===== config.mk =====
export PLATFORM = sky130hd
export DESIGN_NAME = stream_burst_source
export DESIGN_NICKNAME = d
export VERILOG_FILES = /design/src/rtl/stream_burst_source.sv
export SDC_FILE = /design/constraint.sdc
export NUM_CORES = 1
export LEC_CHECK = 0
export BUFFER_PORTS_ARGS = -buffer_cell sky130_fd_sc_hd__buf_2
export CAP_MARGIN = 15
export CELL_PAD_IN_SITES_DETAIL_PLACEMENT = 1
export CELL_PAD_IN_SITES_GLOBAL_PLACEMENT = 1
export CORE_ASPECT_RATIO = 1.25
export CORE_MARGIN = 3
export CORE_UTILIZATION = 35
export CTS_CLUSTER_SIZE = 14
export DETAILED_ROUTE_END_ITERATION = 6
export PLACE_DENSITY_LB_ADDON = 0.25
export SETUP_SLACK_MARGIN = 0.4
export SYNTH_ARGS = -nofsm -noshare
export SYNTH_HDL_FRONTEND = slang
export SYNTH_SLANG_ARGS = --single-unit
export TNS_END_PERCENT = 20

===== constraint.sdc =====
create_clock -name clk -period 2.95 [get_ports clk]
set_input_delay 0.4425 -clock clk [delete_from_list [all_inputs] [get_ports clk]]
set_output_delay 0.4425 -clock clk [all_outputs]
set_load 0.02 [all_outputs]

===== src/rtl/stream_burst_source.sv =====
// stream_burst_source
// Master end of the valid/ready stream interface. A burst command
// (base, step, len) produces len beats forming an arithmetic sequence
// base, base+step, base+2*step, ... with last_out marking the final beat.
// A zero-length command emits no beats and only pulses done.

module stream_burst_source #(
  parameter int WIDTH = 32,
  parameter int LEN_W = 8
) (
  input  logic             clk,
  input  logic             rst_n,
  // command side
  input  logic             cmd_valid,
  output logic             cmd_ready,
  input  logic [WIDTH-1:0] cmd_base,
  input  logic [WIDTH-1:0] cmd_step,
  input  logic [LEN_W-1:0] cmd_len,
  // downstream stream
  output logic [WIDTH-1:0] data_out,
  output logic             valid_down_out,
  output logic             last_out,
  input  logic             ready_down_in,
  // status
  output logic             busy,
  output logic             done,
  output logic [LEN_W-1:0] beat_cnt
);

  typedef enum logic [1:0] {
    IDLE = 2'd0,
    SEND = 2'd1,
    DONE = 2'd2
  } state_t;

  state_t           state;
  logic [WIDTH-1:0] step_q;
  logic [LEN_W-1:0] len_q;
  logic             cmd_fire;
  logic             down_fire;
  logic [LEN_W:0]   next_idx;

  // Command acceptance is a pure decode of the state register, so there is
  // no combinational path from cmd_valid or ready_down_in to cmd_ready.
  assign cmd_ready = (state == IDLE);
  assign cmd_fire  = cmd_valid & cmd_ready;
  assign down_fire = valid_down_out & ready_down_in;

  // Index of the beat after the one about to transfer, one bit wider so the
  // comparison against len_q cannot wrap.
  assign next_idx  = {1'b0, beat_cnt} + (LEN_W + 1)'(2);

  // Burst sequencer: state, beat generation and all registered outputs.
  // NOTE: every register here uses non-blocking assignment so all of them
  // update from the same pre-edge values; blocking would chain them.
  always_ff @(posedge clk or negedge rst_n) begin
    if (!rst_n) begin
      state          <= IDLE;
      step_q         <= '0;
      len_q          <= '0;
      data_out       <= '0;
      valid_down_out <= 1'b0;
      last_out       <= 1'b0;
      busy           <= 1'b0;
      done           <= 1'b0;
      beat_cnt       <= '0;
    end else begin
      case (state)
        IDLE: begin
          done <= 1'b0;
          if (cmd_fire) begin
            beat_cnt <= '0;
            if (cmd_len != '0) begin
              step_q         <= cmd_step;
              len_q          <= cmd_len;
              data_out       <= cmd_base;
              valid_down_out <= 1'b1;
              last_out       <= (cmd_len == LEN_W'(1));
              busy           <= 1'b1;
              state          <= SEND;
            end else begin
              // Empty burst: skip straight to the completion pulse.
              done  <= 1'b1;
              state <= DONE;
            end
          end
        end

        SEND: begin
          // data_out and last_out only move on a transfer, so they stay
          // stable for as long as downstream holds ready low.
          if (down_fire) begin
            if (last_out) begin
              valid_down_out <= 1'b0;
              last_out       <= 1'b0;
              beat_cnt       <= len_q;
              busy           <= 1'b0;
              done           <= 1'b1;
              state          <= DONE;
            end else begin
              data_out <= data_out + step_q;
              beat_cnt <= beat_cnt + LEN_W'(1);
              last_out <= (next_idx == {1'b0, len_q});
            end
          end
        end

        DONE: begin
          // beat_cnt keeps the final count until the next command clears it.
          done  <= 1'b0;
          state <= IDLE;
        end

        default: begin
          valid_down_out <= 1'b0;
          last_out       <= 1'b0;
          busy           <= 1'b0;
          done           <= 1'b0;
          state          <= IDLE;
        end
      endcase
    end
  end

endmodule

# == Word-level counts from Yosys, hierarchy flattened ==
# Index checks and enable logic that the tools add are counted.
# word_totals
reg_bits,85
in_bits,76
output_inout_bits,45
elab_cells,62
# op_classes
n_addsub,3
n_eq_ne,9
n_mux,29
bitwise_logic,3
reduce_logical,10
# op_table
cell,count
$mux W32,4
$pmux W32 S2,1
$add A32 B32 Y32,1
$mux W8,3
$pmux W8 S2,1
$mux W1,12
$reduce_and A5 Y1,2
$add A8 B2 Y9 const B,1
$eq A9 B8 Y1,1
$reduce_and A3 Y1,3
$add A8 B1 Y8 const B,1
$eq A8 B1 Y1 const B,1
$mux W2,4
$reduce_bool A8 Y1,1
$ne A2 B2 Y1 const B,3
$pmux W1 S3,2
$ne A2 B1 Y1 const B,2
$pmux W2 S2,1
$reduce_and A4 Y1,1
$and A1 B1 Y1,2
$eq A2 B1 Y1 const B,1
$eq A2 B2 Y1 const B,1
$logic_not A2 Y1,1
$pmux W1 S2,1
other kinds (3),3

# == Longest topological paths before layout ==
# logic_depth
ltp_word,5
mapped_depth,10
mapped_depth_nobuf,10

# == Worst setup path after synthesis ==
# No wires, ideal clock.
# synth_timing
path_type,register to register
from,register data_out[0]
to,register data_out[30]
setup_time_ps,144
arrival_time_ps,2614
required_time_ps,2806
setup_slack_ps,192
path_stages_with_launch,11
n_path_buf,0
synth_period_minus_slack_ps,2758
cell_sequence,dfrtp_1 ha_1 fa_1 a21o_1 and4_1 o21ai_0 a31o_2 o21ai_1 a311oi_1 xor2_1 a211oi_2
# synth_via
elab_chain_cells,4
# synth_rtl
element,line,text
start: declaration,20,"output logic [WIDTH-1:0] data_out,"
start signal: assignment,76,data_out <= cmd_base;
start signal: assignment,101,data_out <= data_out + step_q;
$add A32 B32 Y32,101,
$mux W32,93,if (last_out) begin
$mux W32,92,if (down_fire) begin
$pmux W32 S2,68,case (state)
# No other way between the ends. The select of a mux whose other input is x is not followed.
# A chain may end at the register's enable or synchronous reset.

# == Final worst setup path ==
# Ends and elaborated chain as after synthesis.

==> flow_summary_export.csv <==
group,metric,value,unit
run_status,status,"finished, final reports clean",
global_routing,grtUsageMet3,3.75,%
global_routing,grt_util_met1,26.1,%
synthesis,yosys_warnings,0,
global_routing,grt.met2_usage,37.5,%
sta,period_share,86.2,%
clock_tree,htreeDepth,3,
synthesis,async_flop_share,100,%
pwr,vdd_drop_max,0.000475,V
run,drv_cap,0,
die,die_h,148,microns
die,dieWidth,119,microns
critical_path,end_kind,"register",
route,drtIter0Drc,244,
critical_path,arrival,2.77,ns
die,io_pins,121,
synthesis,synth_edf_count,0,
global_routing,gr-total-overflow,0,
layout,final_nets,902,
die,core,15700,sq um
route,drt-total-wl,18500,microns
global_routing,top_usage_layer,"met2",
layout,final_common_cell,"nand2_1",
synthesis,ys_seq_area_share,37.8,%
global_routing,antenna_found_initial,0,
pwr,p_leak,3.29,nW
sta,setup_viol,0,
sta,skew,0.00528,ns
layout,mostFrequentLayoutCells,"152 x nand2_1, 119 x buf_2, 84 x dfrtp_1, 61 x a21oi_1, 43 x nor2_1",
pwr,power_switching_share,48.6,%
sta,finalMaxSlewViolations,0,
sta,rsz0062_at_grt,"yes",
layout,post-route-util,44.8,%
clock_tree,insertion_delay,0.35,ns
placed_design,dpl-instance-area,6400,sq um
clock_tree,numClockSinks,85,
clock_tree,cts_buffer_depth,2,
layout,final_cell_area,7030,sq um
critical_path,critPathLaunchType,"register",
placed_design,portBuffers,120,
critical_path,crit_required,3.18,ns
synthesis,ys_types,61,
die,dieArea,17600,sq um
pwr,pwr-share-comb,64.7,%
pwr,power_density,1490,nW/um^2
global_routing,grt_pass1_vias,5856,
layout,diodes,0,
critical_path,worstPathMaxFanout,3,
synthesis,synth.net_count,790,
critical_path,crit_type,"register to register",
die,start_util,35.8,%
route,dr.pass1.iters,4,
route,antenna_left,0,
clock_tree,numCtsBuffers,9,
clock_tree,cts.clk_slew.worst_paths,0.06,ns
global_routing,grtUsageTotal,21.0,%
pwr,pwr-share-clk,13.0,%
synthesis,syn_area,5620,sq um
clock_tree,cts_root_buf,"clkbuf_16",
worst_hold_path,hold_class,"input port to asynchronous set/reset pin",
placed_design,dpl.cell_count,986,
pwr,internal_power,5.40,mW
global_routing,grt_max_degree,55,
layout,final_cells,1008,
synthesis,synth-seq-cells,85,
sta,period_needed,2.54,ns
die,core.rowCount,51,
sta,finalHoldViolations,0,
sta,fin_setup_tns,0,ns
synthesis,synthCells,680,
route,avgRoutedWirePerCell,18.3,microns
clock_tree,cts_tree,"built",
global_routing,grt_pass1_wl,30000,microns
sta,max_slew.worst_pin.slew,0.759,ns
sta,max_slew_margin,49.4,%
route,routed_via_density,5.41,
synthesis,avgSynthCellArea,8.27,sq um
pwr,power.switching,5.10,mW
clock_tree,holdBufCountCts,0,
placed_design,place_congestion,0.937,
route,drc,0,
layout,drive_gt1_share,26.5,%
route,via_count,5450,
synthesis,synth_ff_type,"dfrtp_1",
sta,worst_hold_slack,0.150,ns
sta,fmax,393,MHz
pwr,pwr-share-seq,22.3,%
placed_design,hpwl,13700,microns
layout,syn_to_final_growth,25.1,%
-- cells by family (layout without fill, tap and decap cells) --
group / count (synthesis) / in the layout / synth area share [%]
adder cells (fa/ha/maj): 34 / 34 / 7.70
AND/OR/NAND/NOR: 276 / 276 / 21.6
buffers and inverters: 49 / 165 / 4.69
flip-flops: 85 / 85 / 37.8
XOR/XNOR: 34 / 34 / 5.29
AO/OA/AOI/OAI: 189 / 189 / 20.3
multiplexers: 13 / 13 / 2.51
-- per-layer routing --
metal	part of all wire (%)	routed length, microns	up-vias
met3	4.2	775	22
met5	0	0	-
li1	-	-	2608
met1	44	8110	2713
met4	1.6	297	0
met2	50	9280	107
-- power by group through the flow --
stage	Combinational [mW]	Clock [mW]	Sequential, mW
after floorplan	4.35	0	2.48
after global placement	6.00	0	2.30
after detailed placement	6.17	0	2.34
after CTS	6.51	1.38	2.32
after global routing	7.58	1.43	2.43
final	6.80	1.36	2.34
-- final cells by class --
cell class | count | area (sq um)
fill | 1944 | 8660
multi-input combinational | 546 | 3480
sequential | 85 | 2130
timing repair buffer | 137 | 759
tap | 212 | 265
clock buffer | 11 | 253
clock inverter | 4 | 95.1
inverter | 13 | 48.8
-- critical path, stage by stage (launching register included) --
cell,delay [ns]
dfrtp_2,0.43
ha_4,0.17
fa_2,0.36
a21o_1,0.22
and4_4,0.21
o21ai_4,0.17
a31o_4,0.20
o21ai_2,0.08
a311oi_2,0.31
xor2_1,0.20
a211oi_2,0.08
-- sequential cells by signal (all words and copies together), names as in the netlist --
signal	cells
data_out	32
step_q	32
beat_cnt	8
len_q	8
state	2
busy	1
done	1
last_out	1
-- synthesized netlist by cell type (all sizes together) (3+ instances only) --
cell type	count	area, sq um
a211oi	6	55.1
a21o	12	90.1
a21oi	67	335
a31o	3	26.3
a31oi	15	93.8
and2	5	31.3
and3	8	50.1
buf	17	144
clkbuf	19	71.3
dfrtp	85	2130
ha	33	413
inv	13	48.8
mux2	9	101
mux2i	4	40.0
nand2	154	586
nand2b	5	31.3
nand3	15	75.1
nand4	4	25.0
nor2	47	179
nor2b	7	43.8
nor3	13	65.1
nor4	4	25.0
o211ai	3	22.5
o21a	4	30.0
o21ai	49	249
o21bai	4	30.0
o22ai	6	37.5
o31ai	4	35.0
or3	5	31.3
xnor2	23	201
xor2	11	96.3
-- per-stage QoR --
stage	setup slack [ns]	total power, mW
after floorplan	0.400	6.83
after global placement	0.182	8.30
after detailed placement	0.102	8.52
after CTS	0.376	10.2
after global routing	0.272	11.4
final	0.407	10.5
-- repair_timing --
| item | CTS | global route |
|---|---|---|
| endpoints found under the setup margin | 11 | 17 |
| pin swaps | 12 | 11 |
| gates cloned | 0 | 0 |
| setup buffers | 4 | 2 |
| gates resized for setup | 21 | 30 |
-- final timing paths --
kind,cells past startpoint,from,end,slack (ns)
max,10,data_out[0],data_out[30],0.41
min,1,rst_n,beat_cnt[5],0.15
max reg2reg,10,data_out[0],data_out[30],0.41
min reg2reg,2,step_q[20],step_q[20],0.49
max in group asynchronous,2,rst_n,len_q[5],2.06
min in group clk,3,cmd_step[20],step_q[20],0.28
Power figures use the tool's default switching activity.
